### src/rtl/ula_4bit_mc.sv
`default_nettype none
// +--------------------------------------------------------------------------+
// | Module  : ula_4bit_mc                                                    |
// | Brief   : Multi-cycle 4-bit ALU, enable/ack responder. Define            |
// |           ULA_MULDIV_EN for iterative MUL/DIV/MOD (sel 8-10).            |
// | Revision: 1.0 - initial release                                          |
// +--------------------------------------------------------------------------+
module ula_4bit_mc #(
   parameter int ITER_W = 3
) (
   input  logic       clk,
   input  logic       rst,
   input  logic       enable,
   input  logic [3:0] a,
   input  logic [3:0] b,
   input  logic [3:0] sel,
   output logic [3:0] result,
   output logic       ula_ack,
   output logic       busy,
   output logic       carry,
   output logic       zero,
   output logic       err
);

   localparam logic [1:0] ST_IDLE = 2'd0;
   localparam logic [1:0] ST_EXEC = 2'd1;
   localparam logic [1:0] ST_DONE = 2'd3;

   localparam logic [3:0] OP_ADD = 4'd0;
   localparam logic [3:0] OP_SUB = 4'd1;
   localparam logic [3:0] OP_AND = 4'd2;
   localparam logic [3:0] OP_OR  = 4'd3;
   localparam logic [3:0] OP_XOR = 4'd4;
   localparam logic [3:0] OP_NOT = 4'd5;
   localparam logic [3:0] OP_SHL = 4'd6;
   localparam logic [3:0] OP_SHR = 4'd7;

   // The iteration counter must be able to reach 4.
   if (ITER_W < 3) begin : g_iter_w_check
      $error("ula_4bit_mc: ITER_W must be at least 3");
   end

   logic [1:0] state_q, state_d;
   logic [3:0] a_q, a_d, b_q, b_d, sel_q, sel_d;
   logic [3:0] result_q, result_d;
   logic       carry_q, carry_d, zero_q, zero_d, err_q, err_d;

   logic [3:0] alu_res;
   logic       alu_carry, alu_err;

   always_comb begin
      alu_res   = 4'd0;
      alu_carry = 1'b0;
      alu_err   = 1'b0;
      case (sel_q)
         OP_ADD: {alu_carry, alu_res} = {1'b0, a_q} + {1'b0, b_q};
         OP_SUB: begin
            alu_res   = a_q - b_q;
            alu_carry = (a_q < b_q);
         end
         OP_AND: alu_res = a_q & b_q;
         OP_OR:  alu_res = a_q | b_q;
         OP_XOR: alu_res = a_q ^ b_q;
         OP_NOT: alu_res = ~a_q;
         OP_SHL: begin
            alu_res   = {a_q[2:0], 1'b0};
            alu_carry = a_q[3];
         end
         OP_SHR: begin
            alu_res   = {1'b0, a_q[3:1]};
            alu_carry = a_q[0];
         end
         default: alu_err = 1'b1;
      endcase
   end

`ifdef ULA_MULDIV_EN
   localparam logic [1:0] ST_ITER = 2'd2;
   localparam logic [3:0] OP_MUL  = 4'd8;
   localparam logic [3:0] OP_DIV  = 4'd9;

   // acc holds the product for MUL and the partial remainder (low nibble) for DIV/MOD;
   // quo starts as the dividend and shifts quotient bits in from the right.
   logic [ITER_W-1:0] cnt_q, cnt_d;
   logic [7:0]        acc_q, acc_d, acc_nx;
   logic [3:0]        quo_q, quo_d, quo_nx;
   logic [4:0]        trial;
   logic              last_step;
   logic [3:0]        it_res;
   logic              it_carry, it_err;

   always_comb begin
      trial     = {acc_q[3:0], quo_q[3]};
      acc_nx    = acc_q;
      quo_nx    = quo_q;
      last_step = (cnt_q == ITER_W'(3));
      if (sel_q == OP_MUL) begin
         if (b_q[cnt_q[1:0]]) begin
            acc_nx = acc_q + ({4'd0, a_q} << cnt_q);
         end
      end else begin
         quo_nx = {quo_q[2:0], 1'b0};
         acc_nx = {4'd0, trial[3:0]};
         if (trial >= {1'b0, b_q}) begin
            acc_nx    = {4'd0, 4'(trial - {1'b0, b_q})};
            quo_nx[0] = 1'b1;
         end
      end
   end

   // A zero divisor needs no special path: every trial subtract succeeds,
   // giving quotient 4'hF and remainder a.
   always_comb begin
      it_res   = acc_nx[3:0];
      it_carry = 1'b0;
      it_err   = 1'b0;
      case (sel_q)
         OP_MUL: it_carry = |acc_nx[7:4];
         OP_DIV: begin
            it_res = quo_nx;
            it_err = (b_q == 4'd0);
         end
         default: it_err = (b_q == 4'd0);
      endcase
   end
`endif

   always_comb begin
      state_d  = state_q;
      a_d      = a_q;
      b_d      = b_q;
      sel_d    = sel_q;
      result_d = result_q;
      carry_d  = carry_q;
      zero_d   = zero_q;
      err_d    = err_q;
`ifdef ULA_MULDIV_EN
      cnt_d    = cnt_q;
      acc_d    = acc_q;
      quo_d    = quo_q;
`endif
      case (state_q)
         ST_IDLE: begin
            if (enable) begin
               a_d     = a;
               b_d     = b;
               sel_d   = sel;
               state_d = ST_EXEC;
`ifdef ULA_MULDIV_EN
               if (sel == 4'd8 || sel == 4'd9 || sel == 4'd10) begin
                  state_d = ST_ITER;
                  cnt_d   = '0;
                  acc_d   = 8'd0;
                  quo_d   = a;
               end
`endif
            end
         end
         ST_EXEC: begin
            if (!enable) begin
               state_d = ST_IDLE;
            end else begin
               result_d = alu_res;
               carry_d  = alu_carry;
               err_d    = alu_err;
               zero_d   = (alu_res == 4'd0);
               state_d  = ST_DONE;
            end
         end
`ifdef ULA_MULDIV_EN
         ST_ITER: begin
            if (!enable) begin
               state_d = ST_IDLE;
            end else begin
               cnt_d = cnt_q + ITER_W'(1);
               acc_d = acc_nx;
               quo_d = quo_nx;
               if (last_step) begin
                  result_d = it_res;
                  carry_d  = it_carry;
                  err_d    = it_err;
                  zero_d   = (it_res == 4'd0);
                  state_d  = ST_DONE;
               end
            end
         end
`endif
         ST_DONE: begin
            if (!enable) begin
               state_d = ST_IDLE;
            end
         end
         default: state_d = ST_IDLE;
      endcase
   end

   always_ff @(posedge clk or negedge rst) begin
      if (!rst) begin
         state_q  <= ST_IDLE;
         a_q      <= 4'd0;
         b_q      <= 4'd0;
         sel_q    <= 4'd0;
         result_q <= 4'd0;
         carry_q  <= 1'b0;
         zero_q   <= 1'b0;
         err_q    <= 1'b0;
`ifdef ULA_MULDIV_EN
         cnt_q    <= '0;
         acc_q    <= 8'd0;
         quo_q    <= 4'd0;
`endif
      end else begin
         state_q  <= state_d;
         a_q      <= a_d;
         b_q      <= b_d;
         sel_q    <= sel_d;
         result_q <= result_d;
         carry_q  <= carry_d;
         zero_q   <= zero_d;
         err_q    <= err_d;
`ifdef ULA_MULDIV_EN
         cnt_q    <= cnt_d;
         acc_q    <= acc_d;
         quo_q    <= quo_d;
`endif
      end
   end

   assign result  = result_q;
   assign carry   = carry_q;
   assign zero    = zero_q;
   assign err     = err_q;
   assign ula_ack = (state_q == ST_DONE);
`ifdef ULA_MULDIV_EN
   assign busy    = (state_q == ST_EXEC) || (state_q == ST_ITER);
`else
   assign busy    = (state_q == ST_EXEC);
`endif

endmodule
`default_nettype wire

### config.mk
export PLATFORM = sky130hd
export DESIGN_NAME = ula_4bit_mc
export DESIGN_NICKNAME = d
export VERILOG_FILES = /design/src/rtl/ula_4bit_mc.sv
export SDC_FILE = /design/constraint.sdc
export NUM_CORES = 1
export LEC_CHECK = 0
export CORE_MARGIN = 2
export CORE_UTILIZATION = 48
export CTS_CLUSTER_SIZE = 25
export DETAILED_ROUTE_END_ITERATION = 12
export PLACE_DENSITY = 0.83
export REMOVE_ABC_BUFFERS = 1
export SLEW_MARGIN = 20
export SYNTH_ARGS = -nofsm -noshare
export SYNTH_HDL_FRONTEND = slang
export SYNTH_SLANG_ARGS = --single-unit
### constraint.sdc
create_clock -name clk -period 2.49 [get_ports clk]
set_input_delay 0.498 -clock clk [delete_from_list [all_inputs] [get_ports clk]]
set_output_delay 0.498 -clock clk [all_outputs]
set_load 0.005 [all_outputs]
==> results of run 1 <==
[cells in the mapped netlist (all sizes together)]
library cell  number  area share
nor4               3       0.013
inv               16       0.041
xnor2              2       0.012
and2b              1      0.0068
a2111oi            1      0.0059
or4b               1      0.0068
a21oi             10       0.034
a311oi             1      0.0059
or2b               1      0.0051
dfrtp             21        0.36
o211ai             1      0.0051
mux2i              3       0.020
o41ai              1       0.011
fa                 2       0.027
o31ai              2       0.010
a21o               2       0.010
nor3               2      0.0068
o22ai              1      0.0042
ha                12        0.10
nor2b              1      0.0042
nand2b             1      0.0042
clkbuf             5       0.020
nor2              12       0.031
a211oi             2       0.014
nor3b              1      0.0051
mux2               5       0.038
a21boi             2       0.010
a31oi              1      0.0042
buf                5       0.029
o32ai              1      0.0059
and2               2      0.0085
nand2             19       0.048
o21ai             12       0.041
nand3b             1      0.0051
o21bai             2       0.010
or4                2       0.013
mux4               1       0.015
o41a               1      0.0076
and3               1      0.0042
[registers in the layout (all words and copies together) (netlist names)]
name and count:
a_q 4, result 4, sel_q 4, state_q 2, err 1, zero 1
carry 1, b_q 4
[routing by layer]
layer / wire, microns / track usage
met1: 1368 / 0.2634
met2: 1662 / 0.3595
met3: 141 / 0.02402
met4: 21 / 0.03896
met5: 0 / 0
[worst paths after layout]
path                             start        end  slack [ns]  depth (start not counted)
worst max register to register  a_q[0]       zero        0.12                          9
max in group asynchronous          rst  result[0]        1.76                          2
worst min register to register    zero       zero        0.49                          2
worst min-delay path              zero       zero        0.49                          2
min in group asynchronous          rst     a_q[1]        0.52                          2
worst max-delay path            a_q[0]       zero        0.12                          9
[power breakdown]
| group | internal (uW) | leakage (uW) | switching [uW] | total [uW] |
|---|---|---|---|---|
| sequential | 416 | 0.000260 | 82.5 | 498 |
| combinational | 293 | 0.000511 | 258 | 551 |
| clock | 59.9 | 0.0000177 | 108 | 168 |
[cells by family after synthesis]
logic type | count (synthesis) | synth area share
and+or+nand+nor | 48 | 0.1610
adders and majority gates | 14 | 0.1288
DFF | 21 | 0.3559
buffers and inverters | 26 | 0.08982
muxes | 9 | 0.07373
xor gates and xnor gates | 2 | 0.01187
AOI/OAI and AO/OA | 40 | 0.1788
[layout make-up]
cell class | count | share of cell area
multi-input cells | 113 | 0.4684
flip-flops and latches | 21 | 0.2981
repair buffers | 30 | 0.1604
inverters | 16 | 0.03407
well taps | 33 | 0.02342
clock buffers | 3 | 0.01278
clock inverters | 1 | 0.002839
[worst max-delay path, cell delays in order, from the launching register on]
cell and delay (ns):
dfrtp_1 0.41, inv_1 0.08, ha_1 0.16, inv_1 0.06, fa_2 0.35, xnor2_1 0.15
a211oi_2 0.23, nor4_1 0.07, or4_4 0.55, o41ai_2 0.21
[cells in the final DEF, fill, tap and decap left out, types with 2 or more instances in the layout]
cell type | Yosys | layout
clkbuf_4 | 0 | 3
and2_1 | 2 | 2
mux2i_1 | 3 | 3
o21ai_0 | 12 | 12
nand2_1 | 19 | 19
buf_4 | 2 | 7
a21o_1 | 2 | 2
nor2_1 | 12 | 12
mux2_2 | 5 | 5
dfrtp_1 | 21 | 21
a21boi_0 | 2 | 2
nor4_1 | 3 | 3
o31ai_1 | 2 | 2
xnor2_1 | 2 | 2
a21oi_1 | 10 | 10
o21bai_1 | 2 | 2
clkdlybuf4s50_1 | 0 | 23
ha_1 | 12 | 12
nor3_1 | 2 | 2
inv_1 | 16 | 16
[through the flow]
| stage | area [sq um] | total power [uW] |
|---|---|---|
| after global placement | 1733 | 1022 |
| after CTS | 1763 | 1231 |
| after global routing | 1763 | 1318 |
| final | 1763 | 1218 |
| after detailed placement | 1733 | 1053 |
| after floorplan | 1404 | 815.8 |
[repair_timing]
action                                  4_1_cts  5_1_grt
pin swaps                                     1        1
resized for setup                             1        0
endpoints found under the setup margin        1        1
==> flow_results.xml, run 1 <==
<?xml version="1.0" encoding="UTF-8"?>
<metrics>
  <group name="outcome">
    <metric name="outcome" unit="">finished clean</metric>
  </group>
  <group name="floorplan">
    <metric name="die_y" unit="microns">59.46</metric>
    <metric name="core.rowCount" unit="">20</metric>
    <metric name="area_of_the_core_region" unit="sq um">2978</metric>
    <metric name="io_pins" unit="">24</metric>
    <metric name="dieArea" unit="sq um">3535</metric>
    <metric name="start_util" unit="">0.4958</metric>
    <metric name="die_w" unit="microns">59.46</metric>
  </group>
  <group name="grt">
    <metric name="wire_length_of_the_first_global_routing_pass" unit="mm">5.478</metric>
    <metric name="grt_max_degree" unit="">22</metric>
    <metric name="grtUsageTotal" unit="">0.2023</metric>
    <metric name="vias_in_the_first_global_route" unit="">1203</metric>
    <metric name="grt_antenna_before_repair" unit="">0</metric>
    <metric name="grt-ovfl-total" unit="">0</metric>
  </group>
  <group name="sta">
    <metric name="fmaxAchievable" unit="GHz">0.4221</metric>
    <metric name="final_setup_violation_count" unit="">0</metric>
    <metric name="final_hold_vios" unit="">0</metric>
    <metric name="fin_worst_skew" unit="ns">0.004781</metric>
    <metric name="worst_slack" unit="ns">0.1208</metric>
    <metric name="finalSetupTns" unit="ns">0</metric>
    <metric name="max-slew-margin-rel" unit="">0.6545</metric>
    <metric name="shortest_clock_period_the_worst_path_allows_after_layout" unit="ns">2.369</metric>
    <metric name="grt_setup_unrepaired" unit="">no</metric>
    <metric name="post_route_fraction_of_the_period_consumed_by_the_critical_path" unit="">0.9515</metric>
    <metric name="timing_worst_slew_pin_value" unit="ns">0.5182</metric>
    <metric name="minimum_hold_slack" unit="ns">0.4932</metric>
    <metric name="final-max-slew-violation-count" unit="">0</metric>
  </group>
  <group name="detailed_routing">
    <metric name="wl_per_cell" unit="microns">14.71</metric>
    <metric name="drt_pre_antenna_iters" unit="">4</metric>
    <metric name="route.final.wire_length" unit="mm">3.193</metric>
    <metric name="vias_per_cell" unit="">5.535</metric>
    <metric name="initialDrtViolationCount" unit="">33</metric>
    <metric name="detail_route.drc_violations" unit="">0</metric>
    <metric name="final_antenna_net_count" unit="">0</metric>
    <metric name="route.vias.total" unit="">1201</metric>
  </group>
  <group name="synth">
    <metric name="syn_inst_count" unit="">160</metric>
    <metric name="ys.warnings.count" unit="">0</metric>
    <metric name="postSynthRegisterBits" unit="">21</metric>
    <metric name="synth_unique_cells" unit="">45</metric>
    <metric name="yosysSeqAreaShare" unit="">0.3559</metric>
    <metric name="post_synth_instance_area" unit="sq um">1476</metric>
    <metric name="synth.avg_cell_area" unit="sq um">9.228</metric>
  </group>
  <group name="clocking">
    <metric name="clk_root_buffer_cell" unit="">clkbuf_4</metric>
    <metric name="buffers_from_clock_root_to_sink_at_most" unit="">2</metric>
    <metric name="clock_insertion_delay_worst_skew" unit="ns">0.30</metric>
    <metric name="clock_sink_count" unit="">21</metric>
    <metric name="cts.htree.levels" unit="">1</metric>
    <metric name="cts_tree" unit="">yes</metric>
    <metric name="cts-buffers-inserted" unit="">3</metric>
    <metric name="post_cts.repair.setup_buffers" unit="">0</metric>
    <metric name="post_cts_hold_buffer_count" unit="">0</metric>
    <metric name="clk_transition_reported_paths" unit="ns">0.12</metric>
  </group>
  <group name="power_and_ir_drop">
    <metric name="pwr_cell_area" unit="nW/um^2">690.7</metric>
    <metric name="power.leakage" unit="uW">0.0007890</metric>
    <metric name="vdd_drop_max" unit="mV">0.3351</metric>
  </group>
  <group name="final_layout">
    <metric name="multi_input_area" unit="sq um">825.8</metric>
    <metric name="area_growth_syn_to_layout" unit="%">19.41</metric>
    <metric name="post-route-util" unit="">0.5920</metric>
    <metric name="drive_gt1_frac" unit="">0.1304</metric>
    <metric name="num_antenna_cells" unit="">0</metric>
    <metric name="filler_cell_count" unit="">273</metric>
    <metric name="fin_cells" unit="">217</metric>
    <metric name="seq_area" unit="sq um">525.5</metric>
    <metric name="nets" unit="">214</metric>
  </group>
  <group name="critical_path">
    <metric name="required" unit="ns">2.70</metric>
    <metric name="setup.worst_path.start_class" unit="">flip-flop</metric>
    <metric name="critPathKind" unit="">flip-flop to flip-flop</metric>
    <metric name="arr_time_crit_path" unit="ns">2.58</metric>
    <metric name="critical_path.max_fanout" unit="">2</metric>
    <metric name="worst_setup_path_end_kind" unit="">flip-flop</metric>
  </group>
  <group name="placed_design">
    <metric name="detailed_place_hpwl" unit="mm">2.457</metric>
    <metric name="pre_cts_setup_slack" unit="ns">-0.04806</metric>
    <metric name="gpl.final_weighted_congestion" unit="">0.9166</metric>
    <metric name="dp_cells" unit="">213</metric>
    <metric name="port_buffers" unit="">23</metric>
  </group>
  <group name="min_path">
    <metric name="worst_hold_path_type" unit="">flip-flop to flip-flop</metric>
  </group>
  <group name="flow_run">
    <metric name="drv.max_cap_violation_count" unit="">0</metric>
  </group>
</metrics>
(Power assumes the default switching activity.)
==> run 2: changes to the inputs <==
--- a/config.mk
+++ b/config.mk
@@ -11,6 +11,7 @@
 export DETAILED_ROUTE_END_ITERATION = 12
 export PLACE_DENSITY = 0.83
 export REMOVE_ABC_BUFFERS = 1
+export SETUP_SLACK_MARGIN = 0.2
 export SLEW_MARGIN = 20
 export SYNTH_ARGS = -nofsm -noshare
 export SYNTH_HDL_FRONTEND = slang
==> flow_results.xml, run 2 (synthesized netlist as in run 1, its figures left out) <==
<?xml version="1.0" encoding="UTF-8"?>
<metrics>
  <group name="final_layout">
    <metric name="drive_gt1_frac" unit="">0.2139</metric>
    <metric name="area_growth_syn_to_layout" unit="%">25.08</metric>
    <metric name="layout.cells.most_common" unit="">clkdlybuf4s50_1</metric>
    <metric name="num_antenna_cells" unit="">0</metric>
    <metric name="nets" unit="">217</metric>
    <metric name="mostFrequentLayoutCells" unit="">clkdlybuf4s50_1, nand2_1, dfrtp_1</metric>
    <metric name="final_area" unit="sq um">1847</metric>
  </group>
  <group name="grt">
    <metric name="grt_max_degree" unit="">22</metric>
    <metric name="grt_antenna_before_repair" unit="">0</metric>
    <metric name="wire_length_of_the_first_global_routing_pass" unit="mm">5.602</metric>
    <metric name="vias_in_the_first_global_route" unit="">1218</metric>
    <metric name="grt-ovfl-total" unit="">0</metric>
    <metric name="grtUsageTotal" unit="">0.2068</metric>
  </group>
  <group name="detailed_routing">
    <metric name="drt_pre_antenna_iters" unit="">4</metric>
    <metric name="initialDrtViolationCount" unit="">41</metric>
    <metric name="wl_per_cell" unit="microns">16.22</metric>
    <metric name="vias_per_cell" unit="">5.668</metric>
    <metric name="route.final.wire_length" unit="mm">3.569</metric>
    <metric name="detail_route.drc_violations" unit="">0</metric>
    <metric name="final_antenna_net_count" unit="">0</metric>
    <metric name="route.vias.total" unit="">1247</metric>
  </group>
  <group name="sta">
    <metric name="fin_worst_skew" unit="ns">0.01108</metric>
    <metric name="fmaxAchievable" unit="GHz">0.4288</metric>
    <metric name="minimum_hold_slack" unit="ns">0.4938</metric>
    <metric name="final_hold_vios" unit="">0</metric>
    <metric name="final_setup_violation_count" unit="">0</metric>
    <metric name="timing_worst_slew_pin_value" unit="ns">0.5282</metric>
    <metric name="final-max-slew-violation-count" unit="">0</metric>
    <metric name="finalSetupTns" unit="ns">0</metric>
    <metric name="max-slew-margin-rel" unit="">0.6479</metric>
    <metric name="grt_setup_unrepaired" unit="">yes</metric>
    <metric name="shortest_clock_period_the_worst_path_allows_after_layout" unit="ns">2.332</metric>
    <metric name="post_route_fraction_of_the_period_consumed_by_the_critical_path" unit="">0.9365</metric>
    <metric name="worst_slack" unit="ns">0.1581</metric>
  </group>
  <group name="critical_path">
    <metric name="setup.worst_path.start_class" unit="">flip-flop</metric>
    <metric name="arr_time_crit_path" unit="ns">2.60</metric>
    <metric name="required" unit="ns">2.76</metric>
    <metric name="critical_path_buf_inv_count" unit="">2</metric>
    <metric name="crit_family" unit="">multiplexers</metric>
    <metric name="path_cells" unit="">buf_6 -&gt; ha_4 -&gt; inv_2 -&gt; fa_2 -&gt; nor2_2 -&gt; a21oi_1 -&gt; mux4_2 -&gt; a21oi_2 -&gt; mux2_4</metric>
    <metric name="critPathKind" unit="">flip-flop to flip-flop</metric>
    <metric name="critical_path.max_fanout" unit="">3</metric>
    <metric name="worst_setup_path_end_kind" unit="">flip-flop</metric>
    <metric name="critical_path.slowest_cell" unit="">mux4_2</metric>
    <metric name="critical_path.max_stage_delay" unit="ns">0.49</metric>
  </group>
  <group name="min_path">
    <metric name="worst_hold_path_type" unit="">input port to asynchronous set/reset pin</metric>
  </group>
  <group name="power_and_ir_drop">
    <metric name="power.net_switching" unit="uW">493.3</metric>
    <metric name="power.leakage" unit="uW">0.0008061</metric>
    <metric name="power_frac_comb" unit="">0.471</metric>
    <metric name="intPower" unit="uW">805.7</metric>
    <metric name="vdd_drop_max" unit="mV">0.2980</metric>
    <metric name="sequentialPowerShare" unit="">0.392</metric>
    <metric name="clkPwrFrac" unit="">0.137</metric>
    <metric name="pwr_cell_area" unit="nW/um^2">703.4</metric>
    <metric name="p_sw_frac" unit="">0.3797</metric>
  </group>
  <group name="clocking">
    <metric name="clk_transition_reported_paths" unit="ns">0.13</metric>
    <metric name="clk_root_buffer_cell" unit="">clkbuf_4</metric>
    <metric name="clock_insertion_delay_worst_skew" unit="ns">0.32</metric>
    <metric name="cts-buffers-inserted" unit="">3</metric>
    <metric name="cts_tree" unit="">yes</metric>
    <metric name="clock_sink_count" unit="">21</metric>
    <metric name="buffers_from_clock_root_to_sink_at_most" unit="">2</metric>
    <metric name="cts.htree.levels" unit="">1</metric>
  </group>
  <group name="placed_design">
    <metric name="detailed_place_hpwl" unit="mm">2.457</metric>
    <metric name="port_buffers" unit="">23</metric>
    <metric name="pre_cts_setup_slack" unit="ns">-0.04806</metric>
    <metric name="gpl.final_weighted_congestion" unit="">0.9166</metric>
    <metric name="placed_area" unit="sq um">1733</metric>
  </group>
  <group name="outcome">
    <metric name="outcome" unit="">finished clean</metric>
  </group>
  <group name="floorplan">
    <metric name="area_of_the_core_region" unit="sq um">2978</metric>
    <metric name="start_util" unit="">0.4958</metric>
    <metric name="io_pins" unit="">24</metric>
    <metric name="dieArea" unit="sq um">3535</metric>
    <metric name="die_w" unit="microns">59.46</metric>
    <metric name="core.rowCount" unit="">20</metric>
    <metric name="die_y" unit="microns">59.46</metric>
  </group>
  <group name="flow_run">
    <metric name="drv.max_cap_violation_count" unit="">0</metric>
  </group>
</metrics>
[run 2: changes by cell type in the layout (fill, tap and decap cells not counted), sizes merged]
| cell | previous run | this run |
|---|---|---|
| buf | 7 | 10 |
| inv | 16 | 15 |
| clkinvlp | 0 | 1 |
[run 2: worst register-to-register path, stage by stage, from the launching register on]
cell and delay [ns]:
dfrtp_1 0.43, buf_6 0.14, ha_4 0.16, inv_2 0.07
fa_2 0.45, nor2_2 0.12, a21oi_1 0.05, mux4_2 0.49
a21oi_2 0.20, mux2_4 0.17
[run 2: final timing paths]
| kind | from | end | slack [ns] | depth (start not counted) |
|---|---|---|---|---|
| setup reg to reg | a_q[0] | result[1] | 0.16 | 9 |
| min in group clk | zero | zero | 0.49 | 2 |
| setup / recovery | a_q[0] | result[1] | 0.16 | 9 |
| max in group asynchronous | rst | b_q[0] | 1.76 | 2 |
| hold reg to reg | zero | zero | 0.49 | 2 |
| hold / removal | rst | a_q[0] | 0.49 | 2 |
[run 2: cell type report]
cell class	count	area, sq um
Sequential cell	21	528.0
Timing Repair Buffer	33	309.0
Inverter	16	63.81
Tap cell	33	41.29
Clock buffer	3	22.52
Fill cell	254	1131
Multi-Input combinational cell	113	877.1
Clock inverter	1	5.005
[run 2: what timing repair did]
item                       CTS  global route
pin swaps                    7             6
cloned                       0             0
setup buffers                1             2
setup endpoints to repair    3             4
hold buffers                 0             0
resized for setup            6            12
[run 2: layer usage]
layer	part of all wire	routed length, microns	track usage
met5	0	0	0
met2	0.52	1847	0.3658
met3	0.055	196	0.02402
met4	0.015	53	0.03896
met1	0.41	1471	0.2716
[run 2: power by group through the flow]
stage,combinational [uW],sequential (uW),clock (uW)
6_report,612,510,177
3_5_place_dp,547,506,0
5_1_grt,677,519,195
4_1_cts,571,500,180
3_3_place_gp,524,498,0
2_1_floorplan,317,499,0
[run 2: stage by stage]
| step | cells | total power, uW | util |
|---|---|---|---|
| 3_3_place_gp | 213 | 1022 | 0.5819 |
| 4_1_cts | 218 | 1250 | 0.6013 |
| 3_5_place_dp | 213 | 1053 | 0.5819 |
| 5_1_grt | 220 | 1391 | 0.6202 |
| 6_report | 220 | 1299 | 0.6202 |
| 2_1_floorplan | 150 | 815.8 | - |
